==> config.mk <==
export PLATFORM = sky130hd
export DESIGN_NAME = id_ex_pipe_reg
export DESIGN_NICKNAME = d
export VERILOG_FILES = /design/src/rtl/id_ex_pipe_reg.sv
export SDC_FILE = /design/constraint.sdc
export NUM_CORES = 1
export LEC_CHECK = 0
export ABC_AREA = 0
export CAP_MARGIN = 0
export CORE_AREA = 2 2 128 130
export DETAILED_ROUTE_END_ITERATION = 7
export DIE_AREA = 0 0 130 132
export PLACE_DENSITY = 0.79
export SLEW_MARGIN = 25
export SYNTH_ARGS = -nofsm -noshare
export SYNTH_HDL_FRONTEND = slang
export SYNTH_SLANG_ARGS = --single-unit
==> constraint.sdc <==
create_clock -name clk -period 5.8 [get_ports clk]
set_input_delay 0.87 -clock clk [delete_from_list [all_inputs] [get_ports clk]]
set_output_delay 0.87 -clock clk [all_outputs]
set_load 0.05 [all_outputs]
==> src/rtl/id_ex_pipe_reg.sv <==
// ID->EX pipeline register. It detects load-use hazards and inserts a one-cycle bubble for them.
// It also keeps a saturating count of the bubbles inserted for load-use hazards.
module id_ex_pipe_reg #(
  parameter int DATA_W = 32,
  parameter int CNT_W  = 16
) (
  input  logic              clk,
  input  logic              rst_n,
  input  logic              flush,
  input  logic              ex_stall,
  input  logic              id_valid,
  input  logic [4:0]        id_reg_s_addr,
  input  logic [4:0]        id_reg_t_addr,
  input  logic              id_use_s,
  input  logic              id_use_t,
  input  logic [DATA_W-1:0] id_reg_s_value,
  input  logic [DATA_W-1:0] id_reg_t_value,
  input  logic [4:0]        id_reg_dest,
  input  logic [1:0]        id_access_op,
  input  logic [3:0]        id_mem_op,
  input  logic [5:0]        id_alu_op,
  input  logic [DATA_W-1:0] id_imm,
  input  logic [DATA_W-1:0] id_pc,
  output logic              ex_valid,
  output logic [DATA_W-1:0] ex_reg_s_value,
  output logic [DATA_W-1:0] ex_reg_t_value,
  output logic [4:0]        ex_reg_dest,
  output logic [1:0]        ex_access_op,
  output logic [3:0]        ex_mem_op,
  output logic [5:0]        ex_alu_op,
  output logic [DATA_W-1:0] ex_imm,
  output logic [DATA_W-1:0] ex_pc,
  output logic              load_use_stall,
  output logic [CNT_W-1:0]  bubble_cnt
);

  // Access-op encodings shared with the operand mux (ACCESS_OP_* in defs.v)
  localparam logic [1:0] ACCESS_OP_NOP = 2'b00;
  localparam logic [1:0] ACCESS_OP_M2R = 2'b01;

  logic              valid_q,  valid_d;
  logic [DATA_W-1:0] s_val_q,  s_val_d;
  logic [DATA_W-1:0] t_val_q,  t_val_d;
  logic [4:0]        dest_q,   dest_d;
  logic [1:0]        acc_q,    acc_d;
  logic [3:0]        mem_q,    mem_d;
  logic [5:0]        alu_q,    alu_d;
  logic [DATA_W-1:0] imm_q,    imm_d;
  logic [DATA_W-1:0] pc_q,     pc_d;
  logic [CNT_W-1:0]  cnt_q,    cnt_d;
  logic              hazard;

  // A load in EX writes its result too late for ID to forward it; $0 never creates a hazard
  assign hazard = id_valid & valid_q & (acc_q == ACCESS_OP_M2R) & (dest_q != 5'd0) &
                  ((id_use_s & (id_reg_s_addr == dest_q)) |
                   (id_use_t & (id_reg_t_addr == dest_q)));

  always_comb begin
    valid_d = valid_q;
    s_val_d = s_val_q;
    t_val_d = t_val_q;
    dest_d  = dest_q;
    acc_d   = acc_q;
    mem_d   = mem_q;
    alu_d   = alu_q;
    imm_d   = imm_q;
    pc_d    = pc_q;
    cnt_d   = cnt_q;
    if (flush || (!ex_stall && hazard)) begin
      valid_d = 1'b0;
      s_val_d = '0;
      t_val_d = '0;
      dest_d  = 5'd0;
      acc_d   = ACCESS_OP_NOP;
      mem_d   = '0;
      alu_d   = '0;
      imm_d   = '0;
      pc_d    = '0;
      // A flush bubble is not a hazard bubble, so only the hazard path counts
      if (!flush && (cnt_q != {CNT_W{1'b1}}))
        cnt_d = cnt_q + 1'b1;
    end else if (!ex_stall) begin
      valid_d = id_valid;
      s_val_d = id_reg_s_value;
      t_val_d = id_reg_t_value;
      dest_d  = id_valid ? id_reg_dest : 5'd0;
      acc_d   = id_valid ? id_access_op : ACCESS_OP_NOP;
      mem_d   = id_mem_op;
      alu_d   = id_alu_op;
      imm_d   = id_imm;
      pc_d    = id_pc;
    end
  end

  always_ff @(posedge clk or negedge rst_n) begin
    if (!rst_n) begin
      valid_q <= 1'b0;
      s_val_q <= '0;
      t_val_q <= '0;
      dest_q  <= 5'd0;
      acc_q   <= ACCESS_OP_NOP;
      mem_q   <= '0;
      alu_q   <= '0;
      imm_q   <= '0;
      pc_q    <= '0;
      cnt_q   <= '0;
    end else begin
      valid_q <= valid_d;
      s_val_q <= s_val_d;
      t_val_q <= t_val_d;
      dest_q  <= dest_d;
      acc_q   <= acc_d;
      mem_q   <= mem_d;
      alu_q   <= alu_d;
      imm_q   <= imm_d;
      pc_q    <= pc_d;
      cnt_q   <= cnt_d;
    end
  end

  assign ex_valid       = valid_q;
  assign ex_reg_s_value = s_val_q;
  assign ex_reg_t_value = t_val_q;
  assign ex_reg_dest    = dest_q;
  assign ex_access_op   = acc_q;
  assign ex_mem_op      = mem_q;
  assign ex_alu_op      = alu_q;
  assign ex_imm         = imm_q;
  assign ex_pc          = pc_q;
  assign load_use_stall = hazard;
  assign bubble_cnt     = cnt_q;

endmodule

# Yosys cells after proc, flatten, opt, wreduce, memory -nomap -nowiden
# Index checks and enable logic that the tools add are counted.
# Widths: inputs -> output; s select.
# op_classes
bitwise_logic	7
magnitude_cmp	0
mux	20
n_eq_ne	5
n_div	0
reduce_logical	7
n_addsub	1
shift	0
n_mul	0
# op_table
cell	n
$mux 32	8
$add 16x1->16 const B	1
$ne 16x16->1 const B	1
$mux 5	3
$mux 6	2
$eq 5x5->1	2
$mux 4	2
$and 1x1->1	6
$mux 2	3
$reduce_bool 5->1	1
$eq 2x1->1 const B	1
$logic_and 1x1->1	2
$logic_not 1->1	2
$mux 1	2
$ne 2x1->1 const B	1
$reduce_and 2->1	1
$logic_or 1x1->1	1
$or 1x1->1	1
# word_totals
out_inout_bits	163
mem_bits_rw	0
in_bits	162
latch_bits	0
wordCells	50
n_memories	0
romBits	0
reg_bits	162

# Longest topological paths before layout
# Gate-level depths: netlist of the first run.
# depth
depth_word	7
ltp_mapped	8
ltp_nobuf	7

# Worst setup path after synthesis of the first run
# OpenSTA, ideal clock, no wires.
# synth_timing
kind	input port to output port
start	in id_reg_t_addr[4]
end	out load_use_stall
path_stages	4
required_ps	4930
path_buffers	0
setup_slack_ps	2651
t_arrival_ps	2279
cell_sequence	xor2_1 > nor4_1 > nand3_1 > a21oi_1
# synth_via
elab_chain_len	4
# synth_rtl
element	line_no	text
start, declared	13	input logic [4:0] id_reg_t_addr,
$eq 5x5->1	56	(id_use_t & (id_reg_t_addr == dest_q)));
$and 1x1->1	56	
$or 1x1->1	55	((id_use_s & (id_reg_s_addr == dest_q)) |
$and 1x1->1	54	assign hazard = id_valid & valid_q & (acc_q == ACCESS_OP_M2R) & (dest_q != 5'd0) &
end, declared	33	output logic load_use_stall,
# No other way between the ends.

# Worst setup path in the final report of the first run
# Ends and elaborated chain as after synthesis.

==> reports/results.tsv, run 1 <==
stage	metric	value	unit
clock_network	CTS tree	done	
worst_setup_path	worst-path fanout max	2	
pwr	Power Dens Cells	279	nW/um2
route	final WL	18100	um
route	DRT Pass-1 Iters	5	
die	die width	130	um
clock_network	Max Root-Sink Buffers	2	
die	I/O pin count	325	
final_layout	layout net count	895	
clock_network	hold-fix buffers at CTS	0	
die	Die ar.	17200	um2
synthesis	dominant cell type by area after synthesis	dfrtp_1	
pwr	Peak VDD IR	188	uV
synthesis	Post-synth EDFFs	0	
pwr	net switching power	0.785	mW
sta	final hold viol count	0	
pwr	switching part of the total power	28.1	%
synthesis	Mapped Area	6090	um2
global_routing	Total Routing Usage GR	21.3	%
final_layout	design area	9990	um2
pwr	leakage power	4.38	nW
synthesis	syn nets	581	
pwr	sequential power share	43.8	%
synthesis	Post-Synthesis Cells	418	
worst_hold_path	Hold WC Path Type	in -> async	
sta	Tmin final	3.98	ns
pwr	Comb pwr share	19.9	%
placement	Placed Cells	929	
sta	RSZ-0062 raised after global routing	no	
placement	RePlAce Congestion	0.863	
global_routing	number of global-route vias before repair	5168	
sta	maximum achievable frequency	252	MHz
final_layout	Non-Filler Instances	959	
run	# Max-Cap Violations	0	
sta	worst-margin pin slew	0.997	ns
route	wire length per cell	18.9	um
synthesis	Async SR Flop Fraction	100	%
synthesis	#FFs+latches synth	162	
run_status	status	finished clean	
synthesis	syn avg cell area	14.6	um2
synthesis	Synth Warn #	0	
clock_network	H-Tree Depth	4	
global_routing	total gr overflow	0	
final_layout	utilization after layout	63.6	%
die	Die Y	132	um
worst_setup_path	Req. time, crit path	4.93	ns
synthesis	Top FF cell, synth	dfrtp_1	
final_layout	# diodes	0	
sta	Slew headroom	33.5	%
worst_setup_path	crit path launch	id_reg_t_addr[4]	
sta	Slew Viols, Final	0	
placement	PortBufs	324	
worst_setup_path	CP startpoint kind	primary input	
synthesis	Yosys top cell area share	66.5	%
sta	clock skew	0.00480	ns
synthesis	register area share after synthesis	66.5	%
clock_network	Post-CTS Resized	0	
global_routing	initial antenna violation count	0	
worst_setup_path	crit path capture type	output pin	
worst_setup_path	Worst Path Arrival	3.11	ns
placement	Post-Place Cell Area	9460	um2
pwr	Clock Power Share	36.3	%
worst_setup_path	RR Startpoint	ex_reg_dest[1]$_DFFE_PN0P_	
synthesis	number of distinct library cells after synthesis	30	
global_routing	largest net degree at the start of global routing	98	
sta	final setup fails	0	
die	initial core utilization	38.8	%
placement	hpwl dp	12800	um
die	number of cell rows	46	
clock_network	Root Buffer	clkbuf_16	
clock_network	Reg clk slew, reported paths	0.06	ns
route	vias per cell	5.14	
sta	period utilization	68.6	%
pwr	internal power	2.00	mW
final_layout	share of cells above drive strength 1	5.38	%
route	DRC viols	0	
die	core area	15700	um2
clock_network	Num CTS Buffers	17	
final_layout	Area Growth Syn to Fin	63.9	%
sta	post-route setup TNS	0	ns
route	Iter 0 DRT Violations	257	
route	via count	4934	
clock_network	CTS sink count	162	
synthesis	top post-synthesis cells by area	dfrtp_1 67%, a22o_1 20%, xnor2_1 2.3%	
route	antenna-violating nets left	0	
clock_network	Skew-Pair Late Insertion Delay	0.41	ns
global_routing	first-pass GRT wire length	28400	um
worst_setup_path	critical path class	in -> out	
clock_network	Post-CTS Setup Inserts	0	
==> cells in the mapped netlist (2+ instances only) <==
cell and count:
a21oi_1 4, a22o_1 139, a31oi_1 2, a32o_1 7, and3_1 7, and4_1 2, buf_4 16, clkbuf_1 16
dfrtp_1 162, nand2_1 4, nand3_1 12, nand4_1 5, nor3_1 2, nor4_1 2, xnor2_1 16, xor2_1 8
==> critical path, stage by stage <==
cell and delay (ns):
clkdlybuf4s50_1 0.42, xor2_1 0.16, nor4_1 0.32, nand3_1 0.15, a21oi_1 0.31, clkdlybuf4s50_1 0.87
==> logic make-up after synthesis <==
group	count (synthesis)	share of synthesized area, %
compound gates	155	22.4
fa+ha+maj	1	0.205
simple gates	41	4.02
buf+inv	34	3.22
flops	162	66.5
mux	1	0.185
xor+xnor	24	3.45
==> power groups by stage <==
stage               sequential, mW  combinational, mW  clock, mW
finish                        1.22              0.555       1.01
CTS                           1.22              0.561       1.04
global route                  1.23              0.581       1.09
detailed placement            1.24              0.559          0
global placement              1.24              0.551          0
floorplan                     1.44             0.0889          0
==> worst paths after layout <==
check / depth (start not counted) / slack [ns] / to
min reg2reg: 1 / 0.50 / ex_reg_s_value[1]$_DFFE_PN0P_
min: 1 / 0.49 / bubble_cnt[10]$_DFFE_PN0P_
min in group clk: 1 / 0.50 / ex_reg_s_value[1]$_DFFE_PN0P_
max in group asynchronous: 2 / 3.82 / ex_pc[3]$_DFFE_PN0P_
max reg2reg: 6 / 3.12 / ex_pc[26]$_DFFE_PN0P_
max: 6 / 1.82 / load_use_stall
==> metrics by stage <==
step / power [mW] / setup slack [ns] / hold slack [ns]
finish: 2.79 / 1.82 / 0.492
floorplan: 1.53 / 2.65 / 0.574
detailed placement: 1.80 / 1.84 / 0.490
global placement: 1.79 / 1.89 / 0.488
global route: 2.90 / 1.77 / 0.514
CTS: 2.82 / 1.84 / 0.509
==> state kept, by name, summed over array words and instances (netlist names) <==
| register | count |
|---|---|
| ex_reg_s_value | 32 |
| ex_reg_t_value | 32 |
| ex_reg_dest | 5 |
| bubble_cnt | 16 |
| ex_mem_op | 4 |
| ex_pc | 32 |
| ex_alu_op | 6 |
| ex_access_op | 2 |
| ex_valid | 1 |
| ex_imm | 32 |
==> placed cells by master, fill, tap and decap left out, types with 5 or more instances in the layout <==
cell	n
a22o_1	139
a32o_1	7
and3_1	7
buf_4	5
clkbuf_16	17
clkdlybuf4s50_1	323
dfrtp_1	162
nand3_1	12
nand4_1	5
xnor2_1	16
xor2_1	8
==> layer usage <==
metal / global-route usage [%] / part of all wire [%] / vias up
met5: 0 / 0 / -
met1: 24.6 / 38 / 2430
li1: - / - / 2237
met4: 9.62 / 3.4 / 0
met2: 35.7 / 51 / 225
met3: 6.86 / 7.7 / 42
==> area by class of cell <==
cell class                 count  area [um2]
clock inverter                10        88.8
tap                          216         270
clock buffer                  20         437
multi-input combinational    222        1860
timing repair buffer         329        3280
fill                        1179        5720
sequential                   162        4050
Power figures use the tool's default switching activity.
==> run 2, diff against run 1 <==
--- a/config.mk
+++ b/config.mk
@@ -7,10 +7,9 @@
 export LEC_CHECK = 0
 export ABC_AREA = 0
 export CAP_MARGIN = 0
-export CORE_AREA = 2 2 128 130
+export CORE_UTILIZATION = 39
 export DETAILED_ROUTE_END_ITERATION = 7
-export DIE_AREA = 0 0 130 132
-export PLACE_DENSITY = 0.79
+export PLACE_DENSITY = 0.8
 export SLEW_MARGIN = 25
 export SYNTH_ARGS = -nofsm -noshare
 export SYNTH_HDL_FRONTEND = slang
==> constraint.sdc (replaced) <==
create_clock -name clk -period 4.2 [get_ports clk]
set_input_delay 0.63 -clock clk [delete_from_list [all_inputs] [get_ports clk]]
set_output_delay 0.63 -clock clk [all_outputs]
set_load 0.05 [all_outputs]
==> run 2 against run 1 <==
  * Worst setup slack got worse by 1.2 ns
  * Worst hold slack lost 0.18 ns
  * Combinational power rose by 38%
  * Clock-buffer cell count grew 1
  * Wire length is 1.5% lower
  * Non-clock buffer count is 1 higher
  * Critical path type unchanged
  * Critical endpoint unchanged
  * Highest routed layer unchanged
==> reports/results.tsv, run 2 (same netlist as run 1, synthesis figures left out) <==
stage	metric	value	unit	change
die	Die Y	127	um	-3.8%
clock_network	Num CTS Buffers	17		unchanged
global_routing	Total Routing Usage GR	22.4	%	+1.2 points
sta	worst-margin pin slew	0.895	ns	-0.102 ns
global_routing	total gr overflow	0		unchanged
sta	Slew headroom	40.3	%	+6.8 points
placement	hpwl dp	12500	um	-2.7%
clock_network	Skew-Pair Late Insertion Delay	0.42	ns	about the same
global_routing	first-pass GRT wire length	27800	um	-1.9%
route	wire length on met3	1210	um	-14%
worst_setup_path	critical path class	in -> out		
route	final WL	17800	um	-1.5%
route	DRC viols	0		unchanged
run	# Max-Cap Violations	0		unchanged
sta	Tmin final	3.54	ns	
clock_network	hold-fix buffers at CTS	0		unchanged
global_routing	initial antenna violation count	0		unchanged
sta	final hold viol count	0		unchanged
clock_network	Max Root-Sink Buffers	2		unchanged
worst_setup_path	Req. time, crit path	3.57	ns	-1.36 ns
route	wire length per cell	19.1	um	+1.1%
route	highest routed layer	met4		
sta	PnR worst setup slack	0.660	ns	-1.16 ns
final_layout	Area Growth Syn to Fin	64.4	%	
placement	worst slack, placed	0.669	ns	-1.17 ns
sta	RSZ-0062 raised after global routing	no		
worst_setup_path	worst-path fanout max	2		unchanged
worst_setup_path	Worst Path Arrival	2.91	ns	-0.20 ns
worst_setup_path	crit path capture type	output pin		
route	Iter 0 DRT Violations	218		-15%
final_layout	Fillers	1108		-6.0%
sta	WHS	0.313	ns	-0.179 ns
die	initial core utilization	40.1	%	+1.3 points
route	DRT Pass-1 Iters	5		unchanged
pwr	leakage power	4.42	nW	+0.75%
clock_network	Root Buffer	clkbuf_16		
route	Metal-1 WL	6960	um	+0.43%
global_routing	largest net degree at the start of global routing	147		+50%
final_layout	share of cells above drive strength 1	5.63	%	+0.25 points
run_status	status	finished clean		
clock_network	H-Tree Depth	4		unchanged
clock_network	CTS sink count	162		unchanged
die	die width	127	um	-2.3%
die	Die ar.	16100	um2	-6.0%
clock_network	Reg clk slew, reported paths	0.06	ns	about the same
route	via count	4944		+0.20%
clock_network	Post-CTS Resized	0		unchanged
die	number of cell rows	45		-2.2%
die	I/O pin count	325		unchanged
final_layout	commonest non-fill, non-tap cell in the layout	clkdlybuf4s50_1		
clock_network	CTS tree	done		
placement	RePlAce Congestion	0.864		about the same
sta	post-route setup TNS	0	ns	unchanged
sta	final setup fails	0		unchanged
final_layout	most frequent cells in the layout	323 x clkdlybuf4s50_1, 162 x dfrtp_1, 139 x a22o_1		
worst_setup_path	CP startpoint kind	primary input		
worst_setup_path	cell mode on critical path	clkdlybuf4s50_1		
global_routing	number of global-route vias before repair	5157		-0.21%
final_layout	layout net count	896		+0.11%
final_layout	Register Area	4050	um2	unchanged
pwr	Power Dens Cells	394	nW/um2	+41%
worst_hold_path	Hold WC Path Type	in -> async		
sta	maximum achievable frequency	282	MHz	
worst_setup_path	CP Cell Sequence	clkdlybuf4s50_1, xor2_1, nor4_1, nand3_1, a21oi_1, clkdlybuf4s50_1		
sta	clock skew	0.00892	ns	+0.00412 ns
placement	PortBufs	324		unchanged
worst_setup_path	CP peak stage delay	0.89	ns	+0.02 ns
route	antenna-violating nets left	0		unchanged
pwr	Peak VDD IR	261	uV	+38%
final_layout	# diodes	0		unchanged
worst_setup_path	CP max-delay cell	clkdlybuf4s50_1		
sta	period utilization	84.3	%	
route	met2 routed wirelength	9100	um	-0.63%
die	core area	15200	um2	-3.2%
route	vias per cell	5.29		+2.9%
final_layout	area of the multi-input gates	1860	um2	unchanged
clock_network	Post-CTS Setup Inserts	0		unchanged
sta	Slew Viols, Final	0		unchanged
==> run 2: power breakdown <==
group	total, mW	leakage, nW	switching [mW]	internal [mW]
clock	1.49	0.272	0.614	0.879
combinational	0.768	1.98	0.444	0.324
sequential	1.69	2.17	0.0509	1.64
==> run 2: metrics by stage <==
step | power [mW] | cells | cell area, um2 | util [%]
after CTS | 3.99 | 934 | 10000 | 65.9
after global routing | 4.10 | 934 | 10000 | 65.9
after floorplan | 2.11 | 418 | 6090 | -
final | 3.95 | 934 | 10000 | 65.9
after detailed placement | 2.49 | 902 | 9450 | 62.1
after global placement | 2.47 | 902 | 9450 | 62.1
==> run 2: critical path: cells and delay by family <==
family,cells,cell delay (ns)
AOI/OAI and AO/OA,1,0.34
and+or+nand+nor,2,0.45
buffers and inverters,2,1.32
xor gates and xnor gates,1,0.16
==> run 2: routing by layer <==
metal | GRT usage [%] | vias to the layer above
met5 | 0 | -
met4 | 10.5 | 0
met3 | 5.99 | 42
met2 | 38.8 | 221
met1 | 26.1 | 2445
li1 | - | 2236
==> run 2: cell type report <==
cell class | count | share of cell area (%)
sequential | 162 | 40.5
timing repair buffer | 330 | 33.0
multi-input combinational | 222 | 18.5
clock buffer | 21 | 4.40
tap | 188 | 2.35
clock inverter | 11 | 1.29
==> run 2: worst paths after layout <==
check | startpoint | end | slack (ns) | depth (start not counted)
max | id_reg_s_addr[1] | load_use_stall | 0.66 | 6
min | rst_n | bubble_cnt[6]$_DFFE_PN0P_ | 0.31 | 1
max reg2reg | ex_reg_dest[2]$_DFFE_PN0P_ | ex_reg_dest[3]$_DFFE_PN0P_ | 1.68 | 6
min reg2reg | ex_pc[15]$_DFFE_PN0P_ | ex_pc[15]$_DFFE_PN0P_ | 0.50 | 1
max in group asynchronous | rst_n | ex_reg_s_value[5]$_DFFE_PN0P_ | 2.90 | 2
min in group clk | ex_pc[15]$_DFFE_PN0P_ | ex_pc[15]$_DFFE_PN0P_ | 0.50 | 1
==> run 3, diff against run 2 <==
==> constraint.sdc (replaced) <==
create_clock -name clk -period 3.51 [get_ports clk]
set_input_delay 0.5265 -clock clk [delete_from_list [all_inputs] [get_ports clk]]
set_output_delay 0.5265 -clock clk [all_outputs]
set_load 0.05 [all_outputs]
==> run 3 against run 2 <==
  * First-iteration DRC count increased by 46%
  * Wire length decreased by 0.54%
  * Die area unchanged
  * Sequential cell count stayed put
  * Critical path type unchanged
  * Largest cell class unchanged
  * Highest routed layer unchanged
==> reports/results.tsv, run 3 (same netlist as run 1, synthesis figures left out) <==
stage	metric	value	unit	change
clock_network	Root Buffer	clkbuf_16		
die	initial core utilization	40.1	%	unchanged
final_layout	commonest non-fill, non-tap cell in the layout	clkdlybuf4s50_1		
placement	RePlAce Congestion	0.836		-3.3%
global_routing	total gr overflow	0		unchanged
die	die width	127	um	unchanged
route	final WL	17700	um	-0.54%
worst_setup_path	Largest delay share family, worst path	buffers and inverters		
die	core area	15200	um2	unchanged
sta	period utilization	76.6	%	
final_layout	area of the multi-input gates	1860	um2	unchanged
clock_network	H-Tree Depth	4		unchanged
sta	worst-margin pin slew	0.921	ns	+0.0261 ns
run_status	status	finished clean		
worst_setup_path	R2R Setup Slk	1.00	ns	-0.68 ns
die	I/O pin count	325		unchanged
route	via count	4906		-0.77%
sta	WHS	0.212	ns	-0.102 ns
sta	clock skew	0.00824	ns	-0.000688 ns
worst_hold_path	Hold WC Path Type	in -> async		
sta	Slew headroom	38.6	%	-1.7 points
clock_network	CTS tree	done		
worst_setup_path	CP max-delay cell	clkdlybuf4s50_1		
clock_network	Post-CTS Setup Inserts	0		unchanged
worst_setup_path	buffers and inverters on the worst path	2		unchanged
final_layout	Fillers	1089		-1.7%
pwr	internal power	3.53	mW	+24%
sta	Slew Viols, Final	0		unchanged
global_routing	number of global-route vias before repair	5226		+1.3%
clock_network	Max Root-Sink Buffers	2		unchanged
die	Die ar.	16100	um2	unchanged
sta	maximum achievable frequency	372	MHz	
route	vias per cell	5.26		-0.66%
die	number of cell rows	45		unchanged
worst_setup_path	worst-path fanout max	2		unchanged
final_layout	# diodes	0		unchanged
route	DRT Pass-1 Iters	4		-1
pwr	Comb pwr share	18.9	%	-0.5 points
worst_setup_path	CP Cell Sequence	clkdlybuf4s50_1, xor2_1, nor4_1, nand3_1, a21oi_1, buf_4		
pwr	total chip power	4.87	mW	+23%
final_layout	Area Growth Syn to Fin	65.3	%	
pwr	Peak VDD IR	305	uV	+17%
clock_network	Skew-Pair Late Insertion Delay	0.41	ns	about the same
global_routing	Total Routing Usage GR	22.1	%	-0.30 points
sta	final setup fails	0		unchanged
clock_network	hold-fix buffers at CTS	0		unchanged
route	DRC viols	0		unchanged
clock_network	CTS sink count	162		unchanged
run	# Max-Cap Violations	0		unchanged
worst_setup_path	CP startpoint kind	primary input		
route	antenna-violating nets left	0		unchanged
worst_setup_path	Register-to-Register Path Depth	6		unchanged
sta	final hold viol count	0		unchanged
sta	RSZ-0062 raised after global routing	no		
sta	post-route setup TNS	0	ns	unchanged
pwr	sequential power share	41.5	%	-1.3 points
sta	Tmin final	2.69	ns	
worst_setup_path	critical path class	in -> out		
pwr	Power Dens Cells	483	nW/um2	+22%
pwr	Clock Power Share	39.6	%	+1.8 points
worst_setup_path	CP peak stage delay	0.43	ns	-0.46 ns
final_layout	Register Area	4050	um2	unchanged
final_layout	utilization after layout	66.3	%	+0.37 points
clock_network	Post-CTS Resized	0		unchanged
worst_setup_path	reg2reg end	ex_pc[26]$_DFFE_PN0P_		
clock_network	Num CTS Buffers	17		unchanged
global_routing	largest net degree at the start of global routing	147		unchanged
final_layout	layout net count	895		-0.11%
global_routing	initial antenna violation count	0		unchanged
worst_setup_path	crit path capture type	output pin		
worst_setup_path	RR Startpoint	ex_reg_dest[1]$_DFFE_PN0P_		
clock_network	Reg clk slew, reported paths	0.06	ns	about the same
global_routing	first-pass GRT wire length	27400	um	-1.6%
worst_setup_path	Worst Path Arrival	2.16	ns	-0.75 ns
placement	hpwl dp	12500	um	about the same
pwr	net switching power	1.33	mW	+20%
pwr	leakage power	4.44	nW	+0.61%
route	wire length per cell	19.0	um	-0.43%
final_layout	most frequent cells in the layout	322 x clkdlybuf4s50_1, 162 x dfrtp_1, 139 x a22o_1		
route	Iter 0 DRT Violations	319		+46%
final_layout	share of cells above drive strength 1	5.91	%	+0.28 points
worst_setup_path	Req. time, crit path	2.98	ns	-0.59 ns
die	Die Y	127	um	unchanged
pwr	switching part of the total power	27.4	%	-0.67 points
placement	PortBufs	324		unchanged
==> run 3: changes by cell type in the layout (fill, tap and decap cells not counted), sizes merged <==
cell,change
bufinv,+1
clkbuf,+1
clkinv,-1
inv,-1
clkdlybuf4s50,-1
==> run 3: layout make-up <==
| type | instances | area share (%) |
|---|---|---|
| clock buffer | 22 | 4.71 |
| clock inverter | 10 | 1.48 |
| multi-input combinational | 222 | 18.4 |
| sequential | 162 | 40.2 |
| tap | 188 | 2.34 |
| timing repair buffer | 329 | 32.8 |
==> run 3: worst max path at each step <==
stage,startpoint,depth (start not counted),end
floorplan,ex_reg_dest[4]$_DFFE_PN0P_,8,ex_reg_dest[3]$_DFFE_PN0P_
global placement,id_reg_t_addr[4],8,ex_reg_dest[3]$_DFFE_PN0P_
detailed placement,id_reg_t_addr[4],8,ex_reg_dest[4]$_DFFE_PN0P_
CTS,id_reg_t_addr[4],6,load_use_stall
global route,id_reg_t_addr[4],6,load_use_stall
finish,id_reg_t_addr[4],6,load_use_stall
==> run 3: stage by stage <==
step / cell area, um2 / std cells / worst slack, ns
2_1_floorplan: 6090 / 418 / 0.640
3_3_place_gp: 9450 / 901 / 0.756
3_5_place_dp: 9450 / 901 / 0.707
4_1_cts: 10100 / 933 / 0.806
5_1_grt: 10100 / 933 / 0.729
6_report: 10100 / 933 / 0.822
==> run 3: power by group through the flow <==
stage               Combinational [mW]  Sequential [mW]  Clock, mW
floorplan                        0.147             2.37          0
global placement                 0.907             2.05          0
detailed placement               0.924             2.05          0
CTS                              0.926             2.02       1.96
global route                     0.960             2.03       2.05
finish                           0.920             2.02       1.93
==> run 3: routing by layer <==
layer	vias up	global-route usage (%)	routed length (um)
li1	2239	-	-
met5	-	0	0
met3	51	6.53	1250
met2	227	36.6	8720
met4	0	12.5	774
met1	2389	26.0	6970
